==> config.mk <==
export PLATFORM = sky130hd
export DESIGN_NAME = led_owner_sched
export DESIGN_NICKNAME = d
export VERILOG_FILES = /design/src/rtl/led_owner_sched.sv
export SDC_FILE = /design/constraint.sdc
export NUM_CORES = 1
export LEC_CHECK = 0
export ABC_CLOCK_PERIOD_IN_PS = 10100
export BUFFER_PORTS_ARGS = -buffer_cell sky130_fd_sc_hd__buf_2
export CAP_MARGIN = 5
export CELL_PAD_IN_SITES_DETAIL_PLACEMENT = 1
export CELL_PAD_IN_SITES_GLOBAL_PLACEMENT = 2
export CORE_UTILIZATION = 45
export CTS_BUF_LIST = sky130_fd_sc_hd__clkbuf_4 sky130_fd_sc_hd__clkbuf_8
export DETAILED_ROUTE_END_ITERATION = 16
export HOLD_SLACK_MARGIN = 0.05
export PLACE_DENSITY = 0.94
export SYNTH_ARGS = -nofsm -noshare
export SYNTH_HDL_FRONTEND = slang
export SYNTH_SLANG_ARGS = --single-unit
==> constraint.sdc <==
create_clock -name clk_clk -period 10.1 [get_ports clk_clk]
set_clock_uncertainty 0.1 [all_clocks]
set_input_delay 2.02 -clock clk_clk [delete_from_list [all_inputs] [get_ports clk_clk]]
set_output_delay 2.02 -clock clk_clk [all_outputs]
set_load 0.02 [all_outputs]
==> src/rtl/led_owner_sched.sv <==
`default_nettype none
// ============================================================================
// Module   : led_owner_sched
// Purpose  : Owns the single board LED and shares it between HPS software
//            (PIO value + request line) and a local blink generator selected
//            by the board switch. The switch is synchronised and debounced,
//            the switch has fixed priority over HPS, and a watchdog revokes
//            HPS ownership when the PIO value stops toggling.
// Ports    : clk_clk       in  system clock
//            reset_reset   in  asynchronous active-high reset
//            switch_export in  raw switch pin (asynchronous to clk_clk)
//            hps_req       in  HPS level request for LED ownership
//            pio_led       in  LED value from the PIO conduit
//            led_out       out LED pin drive (registered)
//            hps_gnt       out HPS currently owns the LED (registered)
//            switch_db     out debounced switch level (registered)
//            state         out 00 IDLE, 01 HPS, 10 BLINK, 11 FAULT
// Revision : 1.0  initial release
// ============================================================================
module led_owner_sched #(
    parameter int unsigned DEBOUNCE_CYCLES = 1000000,
    parameter int unsigned BLINK_HALF      = 25000000,
    parameter int unsigned HPS_TIMEOUT     = 50000000,
    parameter int unsigned CNT_W           = 32
) (
    input  logic       clk_clk,
    input  logic       reset_reset,
    input  logic       switch_export,
    input  logic       hps_req,
    input  logic       pio_led,
    output logic       led_out,
    output logic       hps_gnt,
    output logic       switch_db,
    output logic [1:0] state
);

    localparam logic [CNT_W-1:0] C_ONE        = CNT_W'(1);
    localparam logic [CNT_W-1:0] C_DB_LAST    = CNT_W'(DEBOUNCE_CYCLES - 1);
    localparam logic [CNT_W-1:0] C_BLINK_LAST = CNT_W'(BLINK_HALF - 1);
    localparam logic [CNT_W-1:0] C_WD_LAST    = CNT_W'(HPS_TIMEOUT - 1);

    typedef enum logic [1:0] {
        ST_IDLE  = 2'b00,
        ST_HPS   = 2'b01,
        ST_BLINK = 2'b10,
        ST_FAULT = 2'b11
    } state_t;

    // ------------------------------------------------------------------
    // Switch synchroniser and PIO history
    // ------------------------------------------------------------------
    logic sync1_q;
    logic sync2_q;
    logic pio_prev_q;
    logic pio_edge;

    always_ff @(posedge clk_clk or posedge reset_reset) begin
        if (reset_reset) begin
            sync1_q    <= 1'b0;
            sync2_q    <= 1'b0;
            pio_prev_q <= 1'b0;
        end else begin
            sync1_q    <= switch_export;
            sync2_q    <= sync1_q;
            pio_prev_q <= pio_led;
        end
    end

    // Any change of pio_led relative to the previous cycle counts as activity.
    assign pio_edge = pio_led ^ pio_prev_q;

    // ------------------------------------------------------------------
    // Debouncer: switch_db follows sw_s only after it has differed for
    // DEBOUNCE_CYCLES consecutive cycles.
    // ------------------------------------------------------------------
    logic             switch_db_q;
    logic             switch_db_d;
    logic [CNT_W-1:0] db_cnt_q;
    logic [CNT_W-1:0] db_cnt_d;

    always_comb begin
        switch_db_d = switch_db_q;
        db_cnt_d    = '0;
        if (sync2_q != switch_db_q) begin
            if (db_cnt_q == C_DB_LAST) begin
                switch_db_d = sync2_q;
            end else begin
                db_cnt_d = db_cnt_q + C_ONE;
            end
        end
    end

    always_ff @(posedge clk_clk or posedge reset_reset) begin
        if (reset_reset) begin
            switch_db_q <= 1'b0;
            db_cnt_q    <= '0;
        end else begin
            switch_db_q <= switch_db_d;
            db_cnt_q    <= db_cnt_d;
        end
    end

    // ------------------------------------------------------------------
    // Ownership FSM with registered outputs, blink counter and watchdog
    // ------------------------------------------------------------------
    state_t           state_q;
    state_t           state_d;
    logic             led_q;
    logic             led_d;
    logic             gnt_q;
    logic             gnt_d;
    logic [CNT_W-1:0] blink_cnt_q;
    logic [CNT_W-1:0] blink_cnt_d;
    logic [CNT_W-1:0] wd_q;
    logic [CNT_W-1:0] wd_d;

    always_ff @(posedge clk_clk or posedge reset_reset) begin
        if (reset_reset) begin
            state_q     <= ST_IDLE;
            led_q       <= 1'b0;
            gnt_q       <= 1'b0;
            blink_cnt_q <= '0;
            wd_q        <= '0;
        end else begin
            state_q     <= state_d;
            led_q       <= led_d;
            gnt_q       <= gnt_d;
            blink_cnt_q <= blink_cnt_d;
            wd_q        <= wd_d;
        end
    end

    always_comb begin
        state_d     = state_q;
        led_d       = 1'b0;
        gnt_d       = 1'b0;
        blink_cnt_d = '0;
        wd_d        = '0;

        // Transitions, first match wins.
        unique case (state_q)
            ST_IDLE: begin
                if (switch_db_q)   state_d = ST_BLINK;
                else if (hps_req)  state_d = ST_HPS;
            end
            ST_HPS: begin
                if (switch_db_q)   state_d = ST_BLINK;
                else if (!hps_req) state_d = ST_IDLE;
                // A coincident PIO edge rescues the grant at expiry.
                else if ((wd_q == C_WD_LAST) && !pio_edge) state_d = ST_FAULT;
            end
            ST_BLINK: begin
                if (!switch_db_q)  state_d = ST_IDLE;
            end
            ST_FAULT: begin
                if (switch_db_q)   state_d = ST_BLINK;
                else if (!hps_req) state_d = ST_IDLE;
            end
            default: state_d = ST_IDLE;
        endcase

        // Outputs are computed for the state being entered so they change on
        // the same edge as the state register.
        unique case (state_d)
            ST_HPS: begin
                gnt_d = 1'b1;
                led_d = pio_led;
                if ((state_q == ST_HPS) && !pio_edge) begin
                    wd_d = wd_q + C_ONE;
                end
            end
            ST_BLINK: begin
                if (state_q != ST_BLINK) begin
                    led_d = 1'b1;
                end else if (blink_cnt_q == C_BLINK_LAST) begin
                    led_d = ~led_q;
                end else begin
                    led_d       = led_q;
                    blink_cnt_d = blink_cnt_q + C_ONE;
                end
            end
            default: begin
                led_d = 1'b0;
            end
        endcase
    end

    assign led_out   = led_q;
    assign hps_gnt   = gnt_q;
    assign switch_db = switch_db_q;
    assign state     = state_q;

endmodule
`default_nettype wire

==> reports/results.txt <==
Post-synth cell types = 41
Fin nets = 568
Main combinational cell family by area after synthesis = simple AND/OR/NAND/NOR gates
DR vias = 4016
Post-Synth Simple-Gate Area = 30.2%
Sw power = 161 µW
F_max = 0.254 GHz
GRT Total Usage = 21.7%
Max Cap Violations = 0
Worst setup SP type = input pin
Crit path DAT = 4.06 ns
Hold crit path type = register to register
EDFF count, synth = 0
CTS max path bufs = 2
Area occupied by registers = 2600 µm²
Share of layout cells above drive strength 1 = 7.10%
Worst Tran Pin Value = 1.06 ns
RR Startpoint = wd_q[0]
Dpl hpwl = 8150 µm
Mux contribution to synthesized area = 0.427%
Post-Synth Adder-Cell Area = 1.19%
Internal = 525 µW
Hold buffers post-CTS = 0
Vias in the first global route = 4103
Slew Limit Headroom = 29.3%
Flop pwr share = 61.4%
DRC violations left = 0
Logic pwr share = 2.9%
Switch share = 23.5%
LEAKAGE = 0.00212 µW
Clock power share = 35.8%
CP required = 10.22 ns
Initial Util = 46.2%
Post-synth top area cell = dfrtp_1
Syn Area/Cell = 9.52 µm²
WL/cell = 16.6 µm
First-pass GRT wire length = 20200 µm
Placed Area = 5430 µm²
Die ar. = 12200 µm²
Rows = 39
Synth top area cells = dfrtp_1 (49%), xnor2_1 (9.5%), nor2_1 (7.5%), xor2_1 (4.7%), nand4_1 (3.3%)
Multi-input gate area = 2530 µm²
Mapped Cells = 554
Asr flop ratio synth = 100%
CTS tree = done
Antenna violations before repair = 0
Total gr overflow = 0
Crit Path Category = input pin to register
Core footprint = 11400 µm²
Area share of the largest cell type after synthesis = 49.3%
Ys flop type = dfrtp_1
Mapped cell area = 5270 µm²
Pre-antenna DRT Iters = 4
RSZ-0062 raised after global routing = false
Postcts setup bufs = 0
Crit end category = register
Cells on worst reg2reg path = 9
Syn-to-layout area delta = 6.31%
Worst min-delay path startpoint = sync1_q
Final TNS setup = 0 ns
Clk_lat worst skew = 0.38 ns
Finish-stage setup viols = 0
Root Buffer = clkbuf_8
Ant diodes = 0
Fin crit share = 39.0%
Die height = 110 µm
Design Area, Final = 5610 µm²
H-tree levels = 3
Sequential area share after synthesis = 49.3%
Clock transition at the registers of the reported paths = 0.09 ns
CP max FO = 31
Fill cell count = 1364
Die width = 110 µm
Compound-Gate Fraction of Synth Area = 2.02%
Routed WL = 11700 µm
Synth Area in XOR/XNOR = 14.1%
Inserted Clock Buffers = 9
Peak VDD IR = 95.0 µV
FF+latch count, synth = 104
ANT nets after route = 0
Slew Limit Fails = 0
DR iter-0 viols = 173
Number of synthesis warnings = 0
Worst Setup SP = hps_req
Largest net degree at the start of global routing = 60
Port Buffers = 9
Post-Syn Nets = 564
Tmin final = 3.94 ns
Outcome = finished clean
Placer Congestion = 0.791
Pwr Density = 122 nW/µm²
Clock sink total = 104
Hold depth = 0
Resize count post-CTS = 0
Final Hold Fails = 0
Num ports = 10
Vias per cell = 5.69
## per-layer routing
metal	vias up	global-route usage (%)	share of wire (%)
met2	26	35.7	49
met3	15	5.23	2.3
li1	1941	-	-
met1	2034	28.4	47
met5	-	0	0
met4	0	6.58	1.5
## final timing paths
| kind | slack [ns] | end |
|---|---|---|
| max in group asynchronous | 7.14 | wd_q[27] |
| worst max register to register | 6.73 | wd_q[14] |
| worst max-delay path | 6.16 | wd_q[14] |
| min in group asynchronous | 1.67 | db_cnt_q[0] |
| worst min-delay path | 0.27 | sync2_q |
| worst min register to register | 0.27 | sync2_q |
## critical path, stage by stage
cell,delay [ns]
buf_2,0.11
nand4_1,0.07
or3_1,0.32
nor3_1,0.26
a311oi_1,0.09
ha_1,0.24
nand2_1,0.78
nor2_1,0.16
## registers in the layout, indices dropped and copies added (netlist names)
register and flops:
switch_db 1, sync1_q 1, pio_prev_q 1, led_out 1, sync2_q 1, wd_q 32, hps_gnt 1, state 2
db_cnt_q 32, blink_cnt_q 32
## per-stage QoR
stage	util [%]	cells	hold WS [ns]	setup slack [ns]	total power, µW
after global placement	47.5	690	0.244	5.85	449
after detailed placement	47.5	690	0.248	5.68	450
after floorplan	-	554	0.231	5.25	443
after global routing	49.1	706	0.273	5.94	715
after CTS	49.1	706	0.271	6.11	700
final	49.1	706	0.266	6.16	686
## synth_stat cells (9+ instances only)
library cell	number
and3_1	11
and4_1	13
clkbuf_1	9
dfrtp_1	104
inv_1	14
nand2_1	43
nand3_1	34
nand4_1	28
nor2_1	106
nor3_1	19
nor4_1	27
xnor2_1	57
xor2_1	28
## logic make-up after synthesis
logic type      count (synthesis)
mux                             2
xor+xnor                       85
compound gates                 16
simple gates                  310
flops                         104
buf+inv                        32
fa+ha+maj                       5
## layout make-up
| cell class | count | area share (%) |
|---|---|---|
| Multi-Input combinational cell | 418 | 45.1 |
| Clock inverter | 4 | 0.513 |
| Clock buffer | 12 | 2.72 |
| Timing Repair Buffer | 11 | 1.07 |
| Sequential cell | 104 | 46.4 |
| Tap cell | 143 | 3.19 |
| Inverter | 14 | 0.982 |
## power by group through the flow
stage | clock network, µW | logic [µW] | registers, µW
final | 245 | 19.8 | 421
after CTS | 258 | 20.9 | 421
after floorplan | 0 | 13.4 | 429
after global placement | 0 | 20.1 | 429
after global routing | 271 | 23.3 | 422
after detailed placement | 0 | 20.9 | 429
## layout by cell type (no fill, tap or decap), types with 2 or more instances in the layout
| cell | instances |
|---|---|
| or4_1 | 4 |
| clkbuf_4 | 2 |
| nand3_1 | 34 |
| inv_1 | 13 |
| clkinvlp_4 | 2 |
| buf_4 | 2 |
| nor3_1 | 19 |
| nand4_1 | 28 |
| or2_2 | 3 |
| xor2_1 | 28 |
| clkbuf_8 | 10 |
| buf_2 | 9 |
| o21ai_0 | 2 |
| nor4b_1 | 5 |
| xnor2_1 | 57 |
| or3_1 | 7 |
| nor2_1 | 106 |
| a21oi_1 | 7 |
| and4_1 | 13 |
| a311o_1 | 2 |
| ha_1 | 5 |
| and3_1 | 11 |
| mux2_2 | 2 |
| nor4_1 | 27 |
| nand2_1 | 43 |
| dfrtp_1 | 104 |
Power figures use the tool's default switching activity.
